## src/rtl/usb_fx3_pkg.sv

```systemverilog
// Shared FX3 GPIF definitions: master-mode encodings, socket addresses and the
// stream-out FSM state encoding.
package usb_fx3_pkg;

    localparam logic [2:0] MODE_STREAM_IN  = 3'b010;
    localparam logic [2:0] MODE_STREAM_OUT = 3'b011;
    localparam logic [2:0] MODE_IDLE       = 3'b101;

    localparam logic [1:0] SOCK_PROD = 2'b00;
    localparam logic [1:0] SOCK_CONS = 2'b11;

    localparam int DEFAULT_RD_LATENCY = 2;

    typedef enum logic [1:0] {
        ST_IDLE  = 2'b00,
        ST_WAIT  = 2'b01,
        ST_READ  = 2'b10,
        ST_DRAIN = 2'b11
    } out_state_e;

endpackage

```

## src/rtl/usb_rx_fifo.sv

```systemverilog
// First-word-fall-through receive FIFO; exposes the free-slot count so the
// reader can reserve space for words still travelling through the FX3 pipe.
module usb_rx_fifo #(
    parameter int DATA_W = 32,
    parameter int DEPTH  = 16
) (
    input  logic                     clk,
    input  logic                     rst_n,
    input  logic                     push,
    input  logic [DATA_W-1:0]        push_data,
    input  logic                     pop,
    output logic [DATA_W-1:0]        head,
    output logic                     valid,
    output logic [$clog2(DEPTH):0]   free
);

    localparam int AW = $clog2(DEPTH);
    localparam int CW = AW + 1;

    logic [DATA_W-1:0] mem [DEPTH];
    logic [AW-1:0]     wr_ptr;
    logic [AW-1:0]     rd_ptr;
    logic [CW-1:0]     count;
    logic              do_pop;

    assign valid  = (count != '0);
    assign do_pop = pop && valid;
    assign head   = mem[rd_ptr];
    assign free   = CW'(DEPTH) - count;

    always_ff @(posedge clk or negedge rst_n) begin
        if (!rst_n) begin
            wr_ptr <= '0;
            rd_ptr <= '0;
            count  <= '0;
        end else begin
            if (push)   wr_ptr <= wr_ptr + AW'(1);
            if (do_pop) rd_ptr <= rd_ptr + AW'(1);
            case ({push, do_pop})
                2'b10:   count <= count + CW'(1);
                2'b01:   count <= count - CW'(1);
                default: count <= count;
            endcase
        end
    end

    // Storage carries data only, so it is left out of reset.
    always_ff @(posedge clk) begin
        if (push) mem[wr_ptr] <= push_data;
    end

    no_overflow: assert property (@(posedge clk) disable iff (!rst_n)
        !(push && !do_pop && (count == CW'(DEPTH))));

endmodule

```

## src/rtl/usb_stream_out.sv

```systemverilog
// FX3 slave-FIFO reader: drains the consumer socket into a local FIFO and
// hands words downstream with valid/ready.
module usb_stream_out
    import usb_fx3_pkg::*;
#(
    parameter int read_watermark = 4,
    parameter int RD_LATENCY     = DEFAULT_RD_LATENCY,
    parameter int FIFO_DEPTH     = 16
) (
    input  logic        clk,
    input  logic        rst_n,
    input  logic [2:0]  master_mode,
    input  logic        FLAGC,
    input  logic        FLAGD,
    input  logic [31:0] DQ,
    output logic        SLCS,
    output logic        SLOE,
    output logic        SLRD,
    output logic        SLWR,
    output logic        PKTEND,
    output logic [1:0]  A,
    output logic [31:0] data_out,
    output logic        data_out_valid,
    input  logic        data_out_ready,
    output logic [1:0]  current_stream_out_mode
);

    localparam int CW = $clog2(FIFO_DEPTH) + 1;
    localparam int TW = $clog2(read_watermark) + 1;
    localparam int DW = $clog2(RD_LATENCY + 1) + 1;

    out_state_e            state, state_nx;
    logic [TW-1:0]         tail_cnt, tail_nx;
    logic                  in_tail, in_tail_nx;
    logic [DW-1:0]         drain_cnt, drain_nx;
    logic                  rd_issue;
    logic [RD_LATENCY-1:0] pipe;
    logic [CW-1:0]         free;
    logic [CW-1:0]         inflight;
    logic                  room;

    function automatic logic [CW-1:0] count_ones(input logic [RD_LATENCY-1:0] v);
        logic [CW-1:0] n;
        n = '0;
        for (int i = 0; i < RD_LATENCY; i++) n = n + CW'(v[i]);
        return n;
    endfunction

    // Every read already issued owns a slot, so only space beyond those is usable.
    assign inflight = count_ones(pipe);
    assign room     = (free > inflight);

    always_comb begin
        state_nx   = state;
        tail_nx    = tail_cnt;
        in_tail_nx = in_tail;
        drain_nx   = drain_cnt;
        rd_issue   = 1'b0;
        case (state)
            ST_IDLE: begin
                if (master_mode == MODE_STREAM_OUT) state_nx = ST_WAIT;
            end
            ST_WAIT: begin
                if (master_mode != MODE_STREAM_OUT) begin
                    state_nx = ST_IDLE;
                end else if (FLAGC && room) begin
                    state_nx   = ST_READ;
                    rd_issue   = 1'b1;
                    in_tail_nx = !FLAGD;
                    tail_nx    = FLAGD ? TW'(read_watermark - 1) : '0;
                end
            end
            ST_READ: begin
                if (!FLAGC) begin
                    state_nx = ST_DRAIN;
                    drain_nx = DW'(RD_LATENCY);
                end else if (in_tail || !FLAGD) begin
                    // The read on the bus when FLAGD drops is part of the tail.
                    in_tail_nx = 1'b1;
                    if (tail_cnt == '0) begin
                        state_nx = ST_DRAIN;
                        drain_nx = DW'(RD_LATENCY);
                    end else if (room) begin
                        rd_issue = 1'b1;
                        tail_nx  = tail_cnt - TW'(1);
                    end
                end else if (room) begin
                    rd_issue = 1'b1;
                end
            end
            ST_DRAIN: begin
                if (drain_cnt == '0)
                    state_nx = (master_mode == MODE_STREAM_OUT) ? ST_WAIT : ST_IDLE;
                else
                    drain_nx = drain_cnt - DW'(1);
            end
            default: state_nx = ST_IDLE;
        endcase
    end

    always_ff @(posedge clk or negedge rst_n) begin
        if (!rst_n) begin
            state     <= ST_IDLE;
            tail_cnt  <= '0;
            in_tail   <= 1'b0;
            drain_cnt <= '0;
            SLCS      <= 1'b1;
            SLOE      <= 1'b1;
            SLRD      <= 1'b1;
            SLWR      <= 1'b1;
            PKTEND    <= 1'b1;
            A         <= SOCK_CONS;
        end else begin
            state     <= state_nx;
            tail_cnt  <= tail_nx;
            in_tail   <= in_tail_nx;
            drain_cnt <= drain_nx;
            SLCS      <= (state_nx == ST_IDLE);
            SLOE      <= (state_nx == ST_IDLE);
            SLRD      <= !rd_issue;
            SLWR      <= 1'b1;
            PKTEND    <= 1'b1;
            A         <= SOCK_CONS;
        end
    end

    // Latency pipe: its last stage marks the edge on which DQ holds a requested word.
    always_ff @(posedge clk or negedge rst_n) begin
        if (!rst_n) begin
            pipe <= '0;
        end else begin
            pipe[0] <= rd_issue;
            for (int i = 1; i < RD_LATENCY; i++) pipe[i] <= pipe[i-1];
        end
    end

    usb_rx_fifo #(
        .DATA_W (32),
        .DEPTH  (FIFO_DEPTH)
    ) u_fifo (
        .clk       (clk),
        .rst_n     (rst_n),
        .push      (pipe[RD_LATENCY-1]),
        .push_data (DQ),
        .pop       (data_out_ready),
        .head      (data_out),
        .valid     (data_out_valid),
        .free      (free)
    );

    assign current_stream_out_mode = state;

endmodule

```

## config.mk

```make
export PLATFORM = sky130hd
export DESIGN_NAME = usb_stream_out
export DESIGN_NICKNAME = d
export VERILOG_FILES = /design/src/rtl/usb_fx3_pkg.sv /design/src/rtl/usb_rx_fifo.sv /design/src/rtl/usb_stream_out.sv
export SDC_FILE = /design/constraint.sdc
export NUM_CORES = 1
export LEC_CHECK = 0
export BUFFER_PORTS_ARGS = -buffer_cell sky130_fd_sc_hd__buf_2
export CAP_MARGIN = 20
export CORE_MARGIN = 4
export CORE_UTILIZATION = 60
export CTS_CLUSTER_SIZE = 28
export DETAILED_ROUTE_END_ITERATION = 8
export PLACE_DENSITY = 0.78
export SYNTH_ARGS = -nofsm -noshare
export SYNTH_HDL_FRONTEND = slang
export SYNTH_HIERARCHICAL = 1
export SYNTH_SLANG_ARGS = --single-unit
```

## constraint.sdc

```tcl
create_clock -name clk -period 8.3 [get_ports clk]
set_input_delay 1.66 -clock clk [delete_from_list [all_inputs] [get_ports clk]]
set_output_delay 1.66 -clock clk [all_outputs]
set_load 0.01 [all_outputs]
```

==> results_dict.tcl <==
set metrics [dict create \
    status "completed" \
    min_from "pipe[0]" \
    row_count 68 \
    muxShareOfSynthArea_pct 13.8 \
    crit_required_ns 6.64 \
    drtPass1Iterations 5 \
    power_density_nw_per_um2 309 \
    viasPerCell 6.46 \
    htree_levels 2 \
    synth-simple-area-share_pct 2.07 \
    root_buffer "clkbuf_16" \
    ys_top_cells_by_count "edfxtp_1 (512), mux4_2 (128), a22oi_1 (65)" \
    r2r_end "u_fifo/count[4]" \
    synth-main-ff-cell "edfxtp_1" \
    hpwl_um 22100 \
    seq_area_frac_synth_pct 76.4 \
    finalSetupViolCount 0 \
    fin_ws_ns 3.15 \
    rr_startpoint "u_fifo/count[1]" \
    synth_xor_area_share_pct 0.626 \
    synth_edf_count 512 \
    io_buffers 77 \
    antenna_found_initial 3 \
    ant_nets 0 \
    fin_crit_sh_pct 62.0 \
    min_path_cells 0 \
    max_cap_viol_count 0 \
    finalCriticalPeriod_ns 5.15 \
    synth_fa_ha_area_share_pct 1.25 \
    cts_made_buffers 53 \
    clk_latency_ns 0.57 \
    synth_top_family_by_area "multiplexers" \
    die_height_um 195 \
    overflow 0 \
    end_kind "output port" \
    min_path_type "reg2reg" \
    clock.fmax_mhz 194 \
    ys_ff_latch 538 \
    rsz0062_at_grt "false" \
    io-pin-count 82 \
    setup_tns_ns 0 \
    die_x_um 195 \
    cts-resized-gates 0 \
    post_drt_wl_per_cell_um 28.1 \
    grt_pass1_wl_um 67100 \
    drt_wl_total_um 44600 \
    synth_top_cell_by_area "edfxtp_1" \
    ys_types 53 \
    cts.clk_slew.worst_paths_ns 0.06 \
    post-cts-setup-buffers 0 \
    track_usage_pct 23.8 \
    reg2reg_depth 12 \
    drc 0 \
    area_growth_pct 12.4 \
    layout.nets 1150 \
    gp_congestion 0.766 \
    netlist_instances 990 \
    hold_violations 0 \
    syn_area_um2 21000 \
    worstSetupPathType "reg2out" \
    grt_pass1_vias 10600 \
    slew_violations 0 \
    crit_arrival_ns 3.49 \
    clockBufferDepth 3 \
    worst_pin_slew_ns 1.09 \
    synth_warnings 6 \
    yosysMostFrequentCell "edfxtp_1" \
    fin_worst_skew_ns 0.0227 \
    cts_hold_buffers 0 \
    drive_above_1_share_pct 29.4 \
    max_slew_margin_pct 27.2 \
    cp_max_fo 75 \
    async_flop_share_pct 4.83 \
    multi_input_area_um2 4710 \
    dieArea_um2 38000 \
    seq_area_um2 16000 \
    grt_max_degree 76 \
    ir_drop_mv 0.204 \
    start_util_pct 60.7 \
    synth_area_leaders "edfxtp_1 (73%), mux4_2 (14%), dfrtp_1 (2.9%), a22oi_1 (2.3%), ha_1 (1.3%)" \
    synth_compound_area_share_pct 3.92 \
    coreArea_um2 34500 \
    avgSynthCellArea_um2 21.2 \
    drt-initial-drc-count 1045 \
    tritoncts "done" \
    start_kind "register" \
    num_vias 10200 \
    n_fill_cell 2183 \
    pre_cts_ws_ns 3.71 \
    cts_sinks 538 \
    ff2ff_setup_slack_ns 5.07 \
    min_to "pipe[1]" \
    synth_top_area_share_pct 73.3 \
    leakage_nw 7.72 \
]
==> final cells by class <==
type | instances | area share, %
clock inverters | 30 | 1.08
diodes | 2 | 0.0212
repair buffers | 100 | 2.37
well taps | 455 | 2.41
flip-flops and latches | 538 | 68.0
multi-input cells | 374 | 20.0
inverters | 22 | 0.350
clock buffers | 65 | 5.81
==> logic make-up after synthesis <==
logic type / count (synthesis)
AO/OA/AOI/OAI: 110
buffers and inverters: 81
XOR/XNOR: 15
adder cells (fa/ha/maj): 21
AND/OR/NAND/NOR: 94
other: 1
multiplexers: 130
flip-flops: 538
==> through the flow <==
step	hold WS (ns)	instance area, µm²	cells	utilization, %	power (W)
floorplan	0.360	21000	993	-	0.00457
global placement	0.367	22000	1489	63.6	0.00508
detailed placement	0.370	22000	1489	63.6	0.00510
CTS	0.383	23600	1584	68.3	0.00736
global route	0.390	23600	1585	68.3	0.00764
finish	0.378	23600	1586	68.3	0.00730
==> worst max path at each step <==
stage | startpoint | endpoint | slack, ns | depth (start not counted)
detailed placement | u_fifo/rd_ptr[1] | data_out[23] | 3.71 | 5
finish | u_fifo/rd_ptr[1] | data_out[23] | 3.15 | 5
global route | u_fifo/rd_ptr[0] | data_out[17] | 2.87 | 5
CTS | u_fifo/rd_ptr[0] | data_out[23] | 3.06 | 5
floorplan | data_out_ready | u_fifo/count[4] | 4.80 | 10
global placement | u_fifo/rd_ptr[1] | data_out[23] | 3.72 | 5
==> power breakdown <==
| group | total [W] | switching [W] | internal, W |
|---|---|---|---|
| Sequential | 0.00321 | 0.000195 | 0.00301 |
| Clock | 0.00226 | 0.000964 | 0.00129 |
| Combinational | 0.00183 | 0.000923 | 0.000906 |
| Total | 0.00730 | 0.00208 | 0.00521 |
==> state kept, by name (all words and copies together) (netlist names) <==
signal and flops:
drain_cnt 3, pipe 2, u_fifo/wr_ptr 4, u_fifo/mem 512
u_fifo/rd_ptr 4, tail_cnt 3, current_stream_out_mode 2, u_fifo/count 5
SLOE 1, SLRD 1, in_tail 1
==> cell usage in the layout, fill, tap and decap left out, drive strengths merged, types with 3 or more instances in the layout <==
cell,Yosys,routed
a21oi,4,4
nor3,4,4
bufinv,0,4
nor2b,5,5
a21o,3,3
dfrtp,24,24
a22oi,65,65
nor2,22,22
ha,21,21
o21ai,9,9
buf,30,100
edfxtp,512,512
nand2,44,44
nand2b,7,7
clkbuf,29,65
a31oi,3,3
inv,22,25
xor2,7,7
a211oi,4,4
conb,1,4
o211ai,3,3
clkinv,0,22
xnor2,8,8
mux4,128,128
==> per-layer routing <==
metal  global-route usage [%]  vias to the layer above  wire, µm
li1                         -                     4305         -
met1                     34.2                     5328     17300
met2                     38.7                      506     22300
met3                     4.64                       95      3770
met4                     6.46                        4      1180
met5                        0                        -        27
==> critical path: stages (launching register included) <==
cell     delay (ns)
dfrtp_4        1.14
buf_4          0.79
mux4_2         0.42
a22oi_1        0.22
nand2_1        0.16
buf_2          0.17
No activity file was read; power rests on OpenSTA's default activity.
